==> src/rtl/axi_2_obi.sv <==
// AXI4 subordinate to OBI manager bridge.
// Bursts are split into single-beat OBI accesses, one outstanding at a time.

package axi_2_obi_pkg;
   localparam int unsigned IDW = 4;
   localparam int unsigned AW  = 32;
   localparam int unsigned DW  = 32;
   localparam int unsigned SW  = DW / 8;

   localparam logic [1:0] BURST_FIXED = 2'b00;
   localparam logic [1:0] BURST_INCR  = 2'b01;
   localparam logic [1:0] BURST_WRAP  = 2'b10;
   localparam logic [1:0] RESP_OKAY   = 2'b00;
   localparam logic [1:0] RESP_SLVERR = 2'b10;

   typedef struct packed {
      logic [IDW-1:0] id;
      logic [AW-1:0]  addr;
      logic [7:0]     len;
      logic [2:0]     size;
      logic [1:0]     burst;
   } axi_aw_t;

   typedef struct packed {
      logic [IDW-1:0] id;
      logic [AW-1:0]  addr;
      logic [7:0]     len;
      logic [2:0]     size;
      logic [1:0]     burst;
   } axi_ar_t;

   typedef struct packed {
      logic [DW-1:0] data;
      logic [SW-1:0] strb;
      logic          last;
   } axi_w_t;

   typedef struct packed {
      logic [IDW-1:0] id;
      logic [1:0]     resp;
   } axi_b_t;

   typedef struct packed {
      logic [IDW-1:0] id;
      logic [DW-1:0]  data;
      logic [1:0]     resp;
      logic           last;
   } axi_r_t;

   typedef struct packed {
      axi_aw_t aw;
      logic    aw_valid;
      axi_w_t  w;
      logic    w_valid;
      logic    b_ready;
      axi_ar_t ar;
      logic    ar_valid;
      logic    r_ready;
   } axi_req_bus_t;

   typedef struct packed {
      logic   aw_ready;
      logic   ar_ready;
      logic   w_ready;
      logic   b_valid;
      axi_b_t b;
      logic   r_valid;
      axi_r_t r;
   } axi_resp_bus_t;
endpackage

module axi_2_obi #(
   parameter int unsigned OBI_ADDRW = 32,
   parameter int unsigned OBI_DATAW = 32,
   parameter int unsigned OBI_STRBW = OBI_DATAW / 8,
   parameter type aw_chan_t  = axi_2_obi_pkg::axi_aw_t,
   parameter type ar_chan_t  = axi_2_obi_pkg::axi_ar_t,
   parameter type w_chan_t   = axi_2_obi_pkg::axi_w_t,
   parameter type r_chan_t   = axi_2_obi_pkg::axi_r_t,
   parameter type b_chan_t   = axi_2_obi_pkg::axi_b_t,
   parameter type axi_req_t  = axi_2_obi_pkg::axi_req_bus_t,
   parameter type axi_resp_t = axi_2_obi_pkg::axi_resp_bus_t
) (
   input  logic                 clk_i,
   input  logic                 srst_i,
   input  axi_req_t             axi_req_i,
   output axi_resp_t            axi_resp_o,
   output logic                 req_o,
   input  logic                 gnt_i,
   output logic [OBI_ADDRW-1:0] addr_o,
   output logic                 we_o,
   output logic [OBI_STRBW-1:0] be_o,
   output logic [OBI_DATAW-1:0] wdata_o,
   input  logic                 rvalid_i,
   input  logic [OBI_DATAW-1:0] rdata_i
);
   import axi_2_obi_pkg::*;

   typedef enum logic [3:0] {
      IDLE, RD_REQ, RD_WAIT, RD_RESP,
      WR_DATA, WR_REQ, WR_WAIT, WR_RESP, WR_DRAIN
   } state_t;

   state_t state, state_nx;

   aw_chan_t aw;
   ar_chan_t ar;
   w_chan_t  w;
   r_chan_t  r;
   b_chan_t  b;

   logic [IDW-1:0]       id_q;
   logic [OBI_ADDRW-1:0] addr_q, addr_nx;
   logic [7:0]           len_q, cnt_q;
   logic [2:0]           size_q;
   logic [1:0]           burst_q;
   logic                 err_q, last_wr_q, we_q;
   logic [OBI_DATAW-1:0] rdata_q, wdata_q;
   logic [OBI_STRBW-1:0] be_q;
   logic                 sel_rd, ar_hs, aw_hs, last_beat, live;

   assign aw = axi_req_i.aw;
   assign ar = axi_req_i.ar;
   assign w  = axi_req_i.w;

   assign live   = ~srst_i;
   // Read wins a tie only when the previous transaction was a write.
   assign sel_rd = axi_req_i.ar_valid & (~axi_req_i.aw_valid | last_wr_q);
   assign ar_hs  = (state == IDLE) & live & sel_rd;
   assign aw_hs  = (state == IDLE) & live & axi_req_i.aw_valid & ~sel_rd;

   assign last_beat = (cnt_q == len_q);
   assign addr_nx   = (burst_q == BURST_INCR) ?
                      addr_q + (OBI_ADDRW'(1) << size_q) : addr_q;

   assign addr_o  = addr_q;
   assign we_o    = we_q;
   assign be_o    = be_q;
   assign wdata_o = wdata_q;

   always_ff @(posedge clk_i) begin
      if (srst_i) state <= IDLE;
      else        state <= state_nx;
   end

   always_comb begin
      state_nx = state;
      unique case (state)
         IDLE: begin
            if (ar_hs)
               state_nx = (ar.burst == BURST_WRAP) ? RD_RESP : RD_REQ;
            else if (aw_hs)
               state_nx = (aw.burst == BURST_WRAP) ? WR_DRAIN : WR_DATA;
         end
         RD_REQ:   if (gnt_i) state_nx = RD_WAIT;
         RD_WAIT:  if (rvalid_i) state_nx = RD_RESP;
         RD_RESP: begin
            if (axi_req_i.r_ready)
               state_nx = last_beat ? IDLE : (err_q ? RD_RESP : RD_REQ);
         end
         WR_DATA:  if (axi_req_i.w_valid) state_nx = WR_REQ;
         WR_REQ:   if (gnt_i) state_nx = WR_WAIT;
         WR_WAIT:  if (rvalid_i) state_nx = last_beat ? WR_RESP : WR_DATA;
         WR_DRAIN: if (axi_req_i.w_valid & last_beat) state_nx = WR_RESP;
         WR_RESP:  if (axi_req_i.b_ready) state_nx = IDLE;
         default:  state_nx = IDLE;
      endcase
   end

   always_comb begin
      r        = '0;
      r.id     = id_q;
      r.data   = rdata_q;
      r.resp   = err_q ? RESP_SLVERR : RESP_OKAY;
      r.last   = last_beat;
      b        = '0;
      b.id     = id_q;
      b.resp   = err_q ? RESP_SLVERR : RESP_OKAY;
      req_o    = live & ((state == RD_REQ) | (state == WR_REQ));
      axi_resp_o          = '0;
      axi_resp_o.ar_ready = ar_hs;
      axi_resp_o.aw_ready = aw_hs;
      axi_resp_o.w_ready  = live & ((state == WR_DATA) | (state == WR_DRAIN));
      axi_resp_o.r_valid  = live & (state == RD_RESP);
      axi_resp_o.b_valid  = live & (state == WR_RESP);
      axi_resp_o.r        = r;
      axi_resp_o.b        = b;
   end

   always_ff @(posedge clk_i) begin
      if (srst_i) begin
         id_q      <= '0;
         addr_q    <= '0;
         len_q     <= '0;
         size_q    <= '0;
         burst_q   <= '0;
         cnt_q     <= '0;
         err_q     <= 1'b0;
         last_wr_q <= 1'b1;
         rdata_q   <= '0;
         wdata_q   <= '0;
         be_q      <= '0;
         we_q      <= 1'b0;
      end else begin
         case (state)
            IDLE: begin
               if (ar_hs) begin
                  id_q    <= ar.id;
                  addr_q  <= ar.addr;
                  len_q   <= ar.len;
                  size_q  <= ar.size;
                  burst_q <= ar.burst;
                  cnt_q   <= '0;
                  err_q   <= (ar.burst == BURST_WRAP);
                  rdata_q <= '0;
                  be_q    <= '1;
                  we_q    <= 1'b0;
               end else if (aw_hs) begin
                  id_q    <= aw.id;
                  addr_q  <= aw.addr;
                  len_q   <= aw.len;
                  size_q  <= aw.size;
                  burst_q <= aw.burst;
                  cnt_q   <= '0;
                  err_q   <= (aw.burst == BURST_WRAP);
                  we_q    <= 1'b1;
               end
            end
            RD_WAIT: if (rvalid_i) rdata_q <= rdata_i;
            RD_RESP: begin
               if (axi_req_i.r_ready) begin
                  if (last_beat) begin
                     last_wr_q <= 1'b0;
                  end else begin
                     cnt_q  <= cnt_q + 8'd1;
                     addr_q <= addr_nx;
                  end
               end
            end
            WR_DATA: begin
               if (axi_req_i.w_valid) begin
                  wdata_q <= w.data;
                  be_q    <= w.strb;
                  if (w.last != last_beat) err_q <= 1'b1;
               end
            end
            WR_WAIT: begin
               if (rvalid_i & ~last_beat) begin
                  cnt_q  <= cnt_q + 8'd1;
                  addr_q <= addr_nx;
               end
            end
            WR_DRAIN: begin
               if (axi_req_i.w_valid & ~last_beat) cnt_q <= cnt_q + 8'd1;
            end
            WR_RESP: if (axi_req_i.b_ready) last_wr_q <= 1'b1;
            default: ;
         endcase
      end
   end
endmodule

==> config.mk <==
export PLATFORM = sky130hd
export DESIGN_NAME = axi_2_obi
export DESIGN_NICKNAME = d
export VERILOG_FILES = /design/src/rtl/axi_2_obi.sv
export SDC_FILE = /design/constraint.sdc
export NUM_CORES = 1
export LEC_CHECK = 0
export CAP_MARGIN = 10
export CORE_MARGIN = 2
export CORE_UTILIZATION = 35
export DETAILED_ROUTE_END_ITERATION = 8
export GPL_TIMING_DRIVEN = 0
export PLACE_DENSITY = 0.67
export RECOVER_POWER = 100
export SLEW_MARGIN = 40
export SYNTH_ARGS = -nofsm -noshare
export SYNTH_HDL_FRONTEND = slang
export SYNTH_SLANG_ARGS = --single-unit
==> constraint.sdc <==
create_clock -name clk_i -period 3.6 [get_ports clk_i]
set_input_delay 1.08 -clock clk_i [delete_from_list [all_inputs] [get_ports clk_i]]
set_output_delay 1.08 -clock clk_i [all_outputs]
set_load 0.02 [all_outputs]
# Word level (Yosys, flattened, before mapping)
# Cells that the tools add are included.
[totals]
word_cells = 135
out_inout_bits = 120
inputBits = 176
regBits = 132
[op_classes]
shift = 1
n_addsub = 2
n_bitwise = 19
reduce_logical = 16
eq_ne = 28
mux = 56
[op_table]
columns = ["op", "n"]
rows = [
  ["$mux W32", 8],
  ["$pmux W32 S3", 1],
  ["$mux W8", 8],
  ["$pmux W32 S2", 1],
  ["$mux W4", 15],
  ["$pmux W4 S9", 1],
  ["$add A32 B32 Y32", 1],
  ["$pmux W8 S4", 1],
  ["$shl A1 B3 Y32 const A", 1],
  ["$ne A2 B2 Y1 const B", 12],
  ["$eq A4 B3 Y1 const B", 4],
  ["$mux W2", 7],
  ["$and A1 B1 Y1", 12],
  ["$mux W1", 9],
  ["$reduce_and A9 Y1", 1],
  ["$add A8 B1 Y8 const B", 1],
  ["$eq A4 B2 Y1 const B", 2],
  ["$eq A8 B8 Y1", 1],
  ["$pmux W4 S2", 1],
  ["$reduce_and A4 Y1", 2],
  ["$reduce_bool A2 Y1", 4],
  ["$mux W3", 2],
  ["$reduce_and A3 Y1", 2],
  ["$reduce_and A6 Y1", 1],
  ["other kinds (15)", 24],
]

# Depth between registers and ports, before layout
[logic_depth]
depth_word = 8
depth_mapped = 10
mapped_depth_nobuf = 9

# Worst setup path after synthesis
# No wires, ideal clock.
[synth_timing]
kind = "input -> output"
start = "input srst_i"
end = "output req_o"
slack_ns = 0.130
arrival_ns = 2.390
n_path_buf = 3
t_required_ns = 2.520
cell_stages = 4
cell_sequence = "clkbuf_1 clkbuf_1 clkbuf_1 nor4b_1"
[synth_via]
elab_chain_cells = 2
[synth_rtl]
columns = ["item", "line", "rtl"]
rows = [
  ["from (decl)", "85", "input logic srst_i,"],
  ["$not A1 Y1", "126", "assign live = ~srst_i;"],
  ["$and A1 B1 Y1", "179", "req_o = live & ((state == RD_REQ) | (state == WR_REQ));"],
  ["to (decl)", "88", "output logic req_o,"],
]
# Every way passes these cells.

==> run metrics <==
result of the run complete, no violations; portion of the clock cycle consumed by the worst path in the final layout 98.4%; top-area cell type share of the netlist area 36.8%; number of global-route vias before repair 8311; Final nets 1463; biggest area contributors in the synthesized netlist sky130_fd_sc_hd__dfxtp_1 (37%), sky130_fd_sc_hd__nand2_1 (12%), sky130_fd_sc_hd__a21oi_1 (8.3%), sky130_fd_sc_hd__nand3_1 (3.6%), sky130_fd_sc_hd__clkbuf_1 (2.6%); critical path's most frequent cell sky130_fd_sc_hd__clkbuf_2; First-pass DRT Iterations 6; per-instance average area after synthesis 7.45 um2; Cell Count Post-Placement 1526; n_diodes 0; crit-path cells clkbuf_2 > clkbuf_2 > clkbuf_2 > nor2_1 > dlygate4sd2_1; vias per cell 5.39; Worst-Skew Late Latency 420 ps; category of the worst setup path launch point primary input; total power of the final layout 0.00770 W; Main synth FF type sky130_fd_sc_hd__dfxtp_1; worst min-delay path class reg -> reg; type of the worst setup path in -> out; total number of placement rows 52; slew of the pin with the lowest slew margin 846 ps; Final Hold Viols 0; setup repair after global routing missed its margin no; total number of vias 8415; count of buffers inserted at the top-level ports 292; time the worst path needs with I/O delays and setup 3540 ps; number of buffers added by the clock tree synthesis step 17; final global-route overflow total 0; final setup fails 0; clock-pin transition on the worst setup and hold timing paths 60 ps; cell types with the highest counts after synthesis sky130_fd_sc_hd__nand2_1 (231), sky130_fd_sc_hd__dfxtp_1 (132), sky130_fd_sc_hd__a21oi_1 (119); area enclosed by the die boundary 21700 um2; count of flip-flops with a built-in enable after synthesis 0; residual antenna-violating net count after detailed routing 0; most numerous cell in the Yosys netlist sky130_fd_sc_hd__nand2_1; I/O Pins 296; worst path arrival time 2460 ps; drt initial violations 600; count of max-cap constraint violations 0; footprint of the flip-flops and latches 2640 um2; Area Overhead vs Synth 54.3%; non-filler instance count after layout 1560; wire per inst 18.4 um; Warnings, synthesis 0; multi-input combinational cell area 4190 um2; first-pass GRT wire length 45100 um; final count of pins violating max slew 0; proportion of synthesized chip area in sequential cells 36.8%; chip height 147 um; Crit Path Max Fanout 10; LEAKAGE 4.44 nW; count of unique library cells instantiated by Yosys 75; share of synthesized registers carrying an async set or reset 0%; initial antenna violation count 2; CTS max path bufs 2; total half-perimeter wirelength after legalization and detailed placement 21600 um; root buf cell sky130_fd_sc_hd__clkbuf_16; global routing usage summed across all routing layers 26.2%; worst rel slew slack 43.2%; weighted congestion at the end of routability-driven global placement 0.927; register bit total from synthesis 132; width of the chip 147 um; CTS H-tree lvls 4; area inside the core boundary 20200 um2; gate count after technology mapping 963; post-synth top area cell sky130_fd_sc_hd__dfxtp_1; CP max stage delay 350 ps; largest net degree at the start of global routing 20; peak supply drop 0.423 mV; Remaining DRCs 0; Critical Path End Type output port; layout cells sized above 1 6.59%; cell area power density 695 nW/um2; Initial Util 35.6%; final clock skew 9.52 ps; endpoint required time on the critical path 2520 ps; final wirelength 28700 um; TritonCTS clock tree done; sink count of the clock tree 132; post-route core utilization 54.9%; fmax 282 MHz; fill cell count 1984; master of the slowest instance on the critical path sky130_fd_sc_hd__dlygate4sd2_1; cell area after synthesis 7170 um2
## state kept, by name, indices dropped and copies added, names as in the netlist
| signal | flops |
|---|---|
| addr_o | 32 |
| rdata_q | 32 |
| wdata_o | 32 |
| cnt_q | 8 |
| len_q | 8 |
| be_o | 4 |
| id_q | 4 |
| state | 4 |
| size_q | 3 |
| burst_q | 2 |
| err_q | 1 |
| last_wr_q | 1 |
| we_o | 1 |
## logic make-up (layout without fill, tap and decap cells)
logic type	count (synthesis)	count (layout)	synth area share (%)
compound gates	259	259	23.1
simple gates	436	436	28.4
flops	132	132	36.8
fa+ha+maj	10	10	1.85
xor+xnor	17	17	2.08
buf+inv	95	421	5.88
mux	13	13	1.83
other cells	1	2	0.0523
## placed cells by master (no fill, tap or decap), drive strengths merged, types with 5 or more instances in the layout
master / n
a31oi: 14
a2111oi: 6
nor3b: 13
and3: 17
xor2: 13
ha: 9
clkbuf: 78
clkdlybuf4s50: 172
a22oi: 6
clkinv: 7
nand3: 53
nor2: 41
nand2: 231
nor3: 22
nor4: 6
dfxtp: 132
o21ai: 30
dlygate4sd3: 112
nand2b: 5
a221oi: 6
a211oi: 11
o2111ai: 5
a21o: 7
nor2b: 6
mux2i: 12
buf: 30
a311oi: 17
a21oi: 120
nand4: 11
inv: 15
or3: 11
o211ai: 8
## final timing paths
| check | start | to | slack (ps) | depth (start not counted) |
|---|---|---|---|---|
| setup / recovery | srst_i | axi_resp_o[47] | 60 | 5 |
| hold / removal | rdata_q[2]$_SDFFE_PP0P_ | rdata_q[2]$_SDFFE_PP0P_ | 450 | 2 |
| setup reg to reg | size_q[2]$_SDFFE_PP0P_ | addr_o[16]$_SDFFE_PP0P_ | 520 | 10 |
| hold reg to reg | rdata_q[2]$_SDFFE_PP0P_ | rdata_q[2]$_SDFFE_PP0P_ | 450 | 2 |
## routing by layer
layer  up-vias  wire, um  global-route usage [%]
met5         -        11                       0
met4         2       605                    7.40
met3        51      2900                    8.60
met2       378     13700                    44.8
met1      3909     11500                    31.6
li1       4075         -                       -
## critical path: cells and delay by family
family / cells / cell delay (ps)
AND/OR/NAND/NOR: 1 / 110
buffers and inverters: 4 / 1260
## area by class of cell
cell class	count	share of cell area, %
multi-input combinational	737	37.8
clock buffer	17	3.84
clock inverter	15	1.11
sequential	132	23.9
tap	270	3.05
buffer	84	3.55
inverter	10	0.362
timing repair buffer	295	26.4
## where the power goes
group          total, W  switching, W  internal [W]  leakage (nW)
registers       0.00212      0.000332       0.00179          1.08
clock network   0.00165      0.000752      0.000898         0.263
logic           0.00392       0.00243       0.00150          3.10
total           0.00770       0.00351       0.00418          4.44
## stage by stage
step / TNS [ps] / area, um2 / hold slack, ps / setup slack, ps
final: 0 / 11100 / 448 / 58.0
after global routing: 0 / 11100 / 462 / 4.29
after CTS: 0 / 11100 / 452 / 0.767
after detailed placement: -5230 / 10400 / 445 / -1140
after global placement: -4800 / 10400 / 437 / -1130
after floorplan: 0 / 7180 / 467 / 130
## timing repair
action                                  CTS  global route
endpoints found under the setup margin    7             5
setup buffers                             3             0
hold buffers                              0             0
resized for setup                        33            10
pin swaps                                 2             0
Power figures use the tool's default switching activity.
